<file path="src/rtl/mem_pkg.sv">
// Shared definitions for the instruction/data memory arbiter: FSM states,
// data access size encodings and requester identifiers.
package mem_pkg;

   typedef enum logic [1:0] {
      IDLE = 2'd0,
      RD   = 2'd1,
      WR   = 2'd2,
      ACK  = 2'd3
   } state_t;

   localparam logic [1:0] SZ_BYTE = 2'b00;
   localparam logic [1:0] SZ_HALF = 2'b01;
   localparam logic [1:0] SZ_WORD = 2'b10;

   localparam logic REQ_IF = 1'b0;
   localparam logic REQ_D  = 1'b1;

endpackage

</file>
<file path="src/rtl/mem_lane_merge.sv">
// Byte/halfword lane helper: inserts store data into a word for the
// read-modify-write path and extracts a right-aligned, zero-extended
// sub-word for loads. Any size other than byte/half passes the word through.
module mem_lane_merge
   import mem_pkg::*;
#(
   parameter int WIDTH = 32
) (
   input  logic [WIDTH-1:0] i_word,
   input  logic [WIDTH-1:0] i_wdata,
   input  logic [1:0]       i_size,
   input  logic [1:0]       i_off,
   output logic [WIDTH-1:0] o_merged,
   output logic [WIDTH-1:0] o_extract
);

   // Lane select by byte offset; halfwords use only the upper offset bit.
   always_comb begin
      o_merged  = i_word;
      o_extract = '0;
      case (i_size)
         SZ_BYTE: begin
            o_merged[{i_off, 3'b000} +: 8] = i_wdata[7:0];
            o_extract[7:0]                 = i_word[{i_off, 3'b000} +: 8];
         end
         SZ_HALF: begin
            o_merged[{i_off[1], 4'b0000} +: 16] = i_wdata[15:0];
            o_extract[15:0]                     = i_word[{i_off[1], 4'b0000} +: 16];
         end
         default: begin
            o_merged  = i_wdata;
            o_extract = i_word;
         end
      endcase
   end

endmodule

</file>
<file path="src/rtl/mem_arbiter.sv">
// Fetch/data arbiter and sequencer for the shared core memory.
// Define MEM_ARBITER_SUBWORD_EN to enable byte/half accesses with
// read-modify-write stores; without it every data access is a word access.
module mem_arbiter
   import mem_pkg::*;
#(
   parameter int WIDTH      = 32,
   parameter int DEPTH      = 10,
   parameter int STARVE_MAX = 4
) (
   input  logic             clk_i,
   input  logic             rst_ni,
   input  logic             if_req_i,
   input  logic [31:0]      if_addr_i,
   output logic             if_ack_o,
   output logic [WIDTH-1:0] if_rdata_o,
   input  logic             d_req_i,
   input  logic             d_we_i,
   input  logic [1:0]       d_size_i,
   input  logic [31:0]      d_addr_i,
   input  logic [WIDTH-1:0] d_wdata_i,
   output logic             d_ack_o,
   output logic             d_err_o,
   output logic [WIDTH-1:0] d_rdata_o,
   output logic             mem_we_o,
   output logic [DEPTH-1:0] mem_waddr_o,
   output logic [WIDTH-1:0] mem_wdata_o,
   output logic             mem_re_o,
   output logic [DEPTH-1:0] mem_raddr_o,
   input  logic [WIDTH-1:0] mem_rdata_i
);

   localparam int CW = $clog2(STARVE_MAX + 1);
   localparam logic [CW-1:0] STARVE_LIM = CW'(STARVE_MAX);

   state_t           r_state;
   logic [CW-1:0]    r_starve;
   logic             r_gnt;
   logic             r_we;
   logic [DEPTH-1:0] r_addr;
   logic [WIDTH-1:0] r_wdata;

   logic             r_if_ack;
   logic             r_d_ack;
   logic             r_d_err;
   logic [WIDTH-1:0] r_if_rdata;
   logic [WIDTH-1:0] r_d_rdata;
   logic             r_mem_we;
   logic [DEPTH-1:0] r_mem_waddr;
   logic [WIDTH-1:0] r_mem_wdata;
   logic             r_mem_re;
   logic [DEPTH-1:0] r_mem_raddr;

   logic             w_pick_d;
   logic             w_d_mis;
   logic             w_d_rmw;
   logic [DEPTH-1:0] w_if_waddr;
   logic [DEPTH-1:0] w_d_waddr;
   logic [WIDTH-1:0] w_merged;
   logic [WIDTH-1:0] w_extract;
   logic             w_unused;

   assign w_if_waddr = if_addr_i[DEPTH+1:2];
   assign w_d_waddr  = d_addr_i[DEPTH+1:2];

   // Data wins a tie unless fetch has already waited STARVE_MAX data grants.
   assign w_pick_d = d_req_i && (!if_req_i || (r_starve != STARVE_LIM));

`ifdef MEM_ARBITER_SUBWORD_EN
   logic [1:0] r_size;
   logic [1:0] r_off;

   mem_lane_merge #(
      .WIDTH     (WIDTH)
   ) u_lane (
      .i_word    (mem_rdata_i),
      .i_wdata   (r_wdata),
      .i_size    (r_size),
      .i_off     (r_off),
      .o_merged  (w_merged),
      .o_extract (w_extract)
   );

   assign w_unused = ^{if_addr_i[31:DEPTH+2], if_addr_i[1:0], d_addr_i[31:DEPTH+2]};
`else
   assign w_merged  = r_wdata;
   assign w_extract = mem_rdata_i;
   assign w_unused  = ^{if_addr_i[31:DEPTH+2], if_addr_i[1:0], d_addr_i[31:DEPTH+2], d_size_i};
`endif

   // Classify the pending data request: alignment error and whether a store needs RMW.
   always_comb begin
      w_d_mis = |d_addr_i[1:0];
      w_d_rmw = 1'b0;
`ifdef MEM_ARBITER_SUBWORD_EN
      case (d_size_i)
         SZ_BYTE: begin
            w_d_mis = 1'b0;
            w_d_rmw = d_we_i;
         end
         SZ_HALF: begin
            w_d_mis = d_addr_i[0];
            w_d_rmw = d_we_i;
         end
         default: ;
      endcase
`endif
   end

   // Sequencer FSM: grant in IDLE, then read, write and ack phases with registered outputs.
   always_ff @(posedge clk_i) begin
      if (!rst_ni) begin
         r_state     <= IDLE;
         r_starve    <= '0;
         r_gnt       <= REQ_IF;
         r_we        <= 1'b0;
         r_if_ack    <= 1'b0;
         r_d_ack     <= 1'b0;
         r_d_err     <= 1'b0;
         r_if_rdata  <= '0;
         r_d_rdata   <= '0;
         r_mem_we    <= 1'b0;
         r_mem_waddr <= '0;
         r_mem_wdata <= '0;
         r_mem_re    <= 1'b0;
         r_mem_raddr <= '0;
      end else begin
         r_if_ack <= 1'b0;
         r_d_ack  <= 1'b0;
         r_d_err  <= 1'b0;
         r_mem_we <= 1'b0;
         r_mem_re <= 1'b0;
         case (r_state)
            IDLE: begin
               if (w_pick_d) begin
                  r_gnt   <= REQ_D;
                  r_we    <= d_we_i;
                  r_addr  <= w_d_waddr;
                  r_wdata <= d_wdata_i;
`ifdef MEM_ARBITER_SUBWORD_EN
                  r_size  <= d_size_i;
                  r_off   <= d_addr_i[1:0];
`endif
                  if (if_req_i && (r_starve != STARVE_LIM))
                     r_starve <= r_starve + 1'b1;
                  if (w_d_mis) begin
                     r_state   <= ACK;
                     r_d_ack   <= 1'b1;
                     r_d_err   <= 1'b1;
                     r_d_rdata <= '0;
                  end else if (d_we_i && !w_d_rmw) begin
                     r_state     <= WR;
                     r_mem_we    <= 1'b1;
                     r_mem_waddr <= w_d_waddr;
                     r_mem_wdata <= d_wdata_i;
                  end else begin
                     r_state     <= RD;
                     r_mem_re    <= 1'b1;
                     r_mem_raddr <= w_d_waddr;
                  end
               end else if (if_req_i) begin
                  r_gnt       <= REQ_IF;
                  r_we        <= 1'b0;
                  r_addr      <= w_if_waddr;
                  r_starve    <= '0;
                  r_state     <= RD;
                  r_mem_re    <= 1'b1;
                  r_mem_raddr <= w_if_waddr;
               end
            end
            RD: begin
               if ((r_gnt == REQ_D) && r_we) begin
                  r_state     <= WR;
                  r_mem_we    <= 1'b1;
                  r_mem_waddr <= r_addr;
                  r_mem_wdata <= w_merged;
               end else begin
                  r_state <= ACK;
                  if (r_gnt == REQ_IF) begin
                     r_if_ack   <= 1'b1;
                     r_if_rdata <= mem_rdata_i;
                  end else begin
                     r_d_ack   <= 1'b1;
                     r_d_rdata <= w_extract;
                  end
               end
            end
            WR: begin
               r_state   <= ACK;
               r_d_ack   <= 1'b1;
               r_d_rdata <= '0;
            end
            ACK: begin
               r_state <= IDLE;
            end
            default: begin
               r_state <= IDLE;
            end
         endcase
      end
   end

   assign if_ack_o    = r_if_ack;
   assign if_rdata_o  = r_if_rdata;
   assign d_ack_o     = r_d_ack;
   assign d_err_o     = r_d_err;
   assign d_rdata_o   = r_d_rdata;
   // Reset blocks the write strobe immediately, even inside a WR cycle.
   assign mem_we_o    = r_mem_we & rst_ni;
   assign mem_waddr_o = r_mem_waddr;
   assign mem_wdata_o = r_mem_wdata;
   assign mem_re_o    = r_mem_re;
   assign mem_raddr_o = r_mem_raddr;

endmodule
</file>
<file path="config.mk">
export PLATFORM = sky130hd
export DESIGN_NAME = mem_arbiter
export DESIGN_NICKNAME = d
export VERILOG_FILES = /design/src/rtl/mem_pkg.sv /design/src/rtl/mem_lane_merge.sv /design/src/rtl/mem_arbiter.sv
export SDC_FILE = /design/constraint.sdc
export NUM_CORES = 1
export LEC_CHECK = 0
export ABC_AREA = 1
export BUFFER_PORTS_ARGS = -buffer_cell sky130_fd_sc_hd__buf_2
export CAP_MARGIN = 40
export CORE_MARGIN = 2
export CORE_UTILIZATION = 35
export CTS_CLUSTER_SIZE = 10
export DETAILED_ROUTE_END_ITERATION = 16
export SLEW_MARGIN = 10
export SYNTH_ARGS = -nofsm -noshare
export SYNTH_HDL_FRONTEND = slang
export SYNTH_SLANG_ARGS = --single-unit
</file>
<file path="constraint.sdc">
create_clock -name clk_i -period 6.3 [get_ports clk_i]
set_input_delay 1.26 -clock clk_i [delete_from_list [all_inputs] [get_ports clk_i]]
set_output_delay 1.26 -clock clk_i [all_outputs]
set_load 0.05 [all_outputs]
</file>
==> impl_metrics.env <==
export IMPL_status="finished, final reports clean"
export IMPL_holdWs_ps=457
export IMPL_pin_count=256
export IMPL_ys_dominant_reg_cell="dfxtp_1"
export IMPL_netlist_instances=787
export IMPL_cts_hold_buffers=0
export IMPL_final_nets=1112
export IMPL_timing_fmax_mhz=319
export IMPL_worstMarginPinSlew_ps=835
export IMPL_setup_violations=0
export IMPL_route_detailed_drc=0
export IMPL_ant_nets=0
export IMPL_ys_top_cells_by_area="dfxtp_1, edfxtp_1, nor2_1, nand2_1, mux2i_1"
export IMPL_grt_max_degree=73
export IMPL_setup_tns_ps=0
export IMPL_rsz0062_at_grt="no"
export IMPL_drt_first_pass_iters=4
export IMPL_fp_dieW_um=145
export IMPL_netlist_area_sq_um=6950
export IMPL_clk_pin_slew_ps=60
export IMPL_grt_remaining_overflow=0
export IMPL_hold_path_class="reg2reg"
export IMPL_cts_buffers=17
export IMPL_syn_to_final_growth_pct=26.0
export IMPL_synth_fp_nets=928
export IMPL_hpwlAfterDp_mm=12.4
export IMPL_grt_pass1_vias=5878
export IMPL_cts_buffer_depth=2
export IMPL_startpoint_type="primary input"
export IMPL_gp_congestion=0.783
export IMPL_p_sw_frac=0.443
export IMPL_cts_htree_levels=4
export IMPL_power_frac_clock=0.234
export IMPL_critical_path_peak_fanout=10
export IMPL_p_leak_nw=3.92
export IMPL_yosys_cell_types_count=31
export IMPL_numClockSinks=170
export IMPL_timing_worst_setup_path_type="in2out"
export IMPL_finClkSkew_ps=11.0
export IMPL_synth_seq_cells=170
export IMPL_die_area_sq_um=21000
export IMPL_layout_commonest_cell="buf_2"
export IMPL_ys_seq_area_frac=0.550
export IMPL_synthArstFlopShare=0
export IMPL_p_int_mw=2.32
export IMPL_avgSynthCellArea_sq_um=8.83
export IMPL_irDropWorstVdd_v=0.000227
export IMPL_synth_warnings=0
export IMPL_yosysTopAreaCell="dfxtp_1"
export IMPL_cp_arrival_ps=1880
export IMPL_vias=6010
export IMPL_end_kind="output port"
export IMPL_num_rows=51
export IMPL_drt_wl_total_mm=18.9
export IMPL_core_sq_um=19500
export IMPL_worst_ep_required_time_ps=5040
export IMPL_viasPerCell=4.81
export IMPL_p_per_area_nw_per_um2=475
export IMPL_ctsResizeCount=0
export IMPL_antenna_cells=0
export IMPL_slew_headroom=0.443
export IMPL_drive_gt1_frac=0.279
export IMPL_hold_viol_final=0
export IMPL_timing_final_crit_share=0.498
export IMPL_antenna_found_initial=0
export IMPL_cap_violations=0
export IMPL_io_buffers=211
export IMPL_initial_core_util=0.357
export IMPL_grt_usage=0.184
export IMPL_die_h_um=145
export IMPL_comb_power_share=0.418
export IMPL_tritoncts="built"
export IMPL_clkLatencyLatePin_ps=430
export IMPL_cts_root_buf="clkbuf_16"
export IMPL_wl_per_cell_um=15.2
export IMPL_synth_top_area_frac=0.369
export IMPL_first_iter_violations=273
export IMPL_slew_violations=0
export IMPL_fin_crit_ps=3140
export IMPL_grt_pass1_wl_mm=31.1
export IMPL_fill_cells=1937
export IMPL_cts_setup_buffers=0
export IMPL_p_switching_mw=1.85
export IMPL_layout_common_cells="buf_2, dfxtp_1, nor2_1"
export IMPL_synth_edff_count=42
export IMPL_power_frac_seq=0.348
[critical path: stages]
cell     delay [ps]
buf_2           230
nand2_1          80
inv_1            50
buf_2           250
[sequential cells by signal (all words and copies together), names as in the netlist, 2 cells and up]
name / count
if_rdata_o: 32
d_rdata_o: 32
r_state: 2
r_starve: 3
mem_waddr_o: 10
mem_wdata_o: 32
r_wdata: 32
mem_raddr_o: 10
r_addr: 10
[kinds of logic after synthesis]
| kind of cell | synth area share |
|---|---|
| XOR/XNOR | 0.00126 |
| AND/OR/NAND/NOR | 0.197 |
| flip-flops | 0.550 |
| multiplexers | 0.0605 |
| adder cells (fa/ha/maj) | 0.0108 |
| buffers and inverters | 0.0664 |
| AO/OA/AOI/OAI | 0.114 |
[per-stage QoR]
step	instances	cell area (sq um)	util	worst slack (ps)	total power, mW
final	1249	8760	0.450	3160	4.17
after global routing	1249	8760	0.450	3050	4.42
after CTS	1249	8760	0.450	3130	4.21
after detailed placement	1217	8220	0.422	2870	3.23
after global placement	1212	8100	0.416	2470	3.17
after floorplan	787	6950	-	2730	2.84
[power groups by stage]
stage	registers, mW	logic, mW	clock network, mW
global route	1.48	1.88	1.06
CTS	1.45	1.76	1.00
detailed placement	1.47	1.76	0
global placement	1.46	1.71	0
floorplan	2.09	0.749	0
finish	1.45	1.74	0.976
[worst paths after layout]
check | startpoint | endpoint | slack (ps) | depth (start not counted)
max | rst_ni | mem_we_o | 3160 | 4
min | d_rdata_o[4] | d_rdata_o[4] | 460 | 2
max reg2reg | r_state[1] | mem_wdata_o[2] | 3320 | 9
min reg2reg | d_rdata_o[4] | d_rdata_o[4] | 460 | 2
[synth_stat cells (all sizes together) (6+ instances only)]
master and n:
dfxtp 128, nor2 128, nand2 114, a21oi 89, o21ai 55, nand3 46
edfxtp 42, mux2i 42, buf 39, inv 37, nand4 32, clkbuf 21
ha 6
[per-layer routing]
layer | wire length [um] | part of all wire | global-route usage
met3 | 1570 | 0.083 | 0.0686
met1 | 8700 | 0.46 | 0.241
met2 | 8490 | 0.45 | 0.285
met5 | 0 | 0 | 0
met4 | 196 | 0.010 | 0.0510
[final cells by class]
type	count	area, sq um	share of cell area
tap	265	332	0.0378
inverter	38	143	0.0163
sequential	170	3820	0.436
timing repair buffer	225	1240	0.142
multi-input combinational	519	2680	0.306
clock buffer	20	458	0.0523
clock inverter	12	86.3	0.00985
Note: power is estimated with default switching activity, not from simulation.
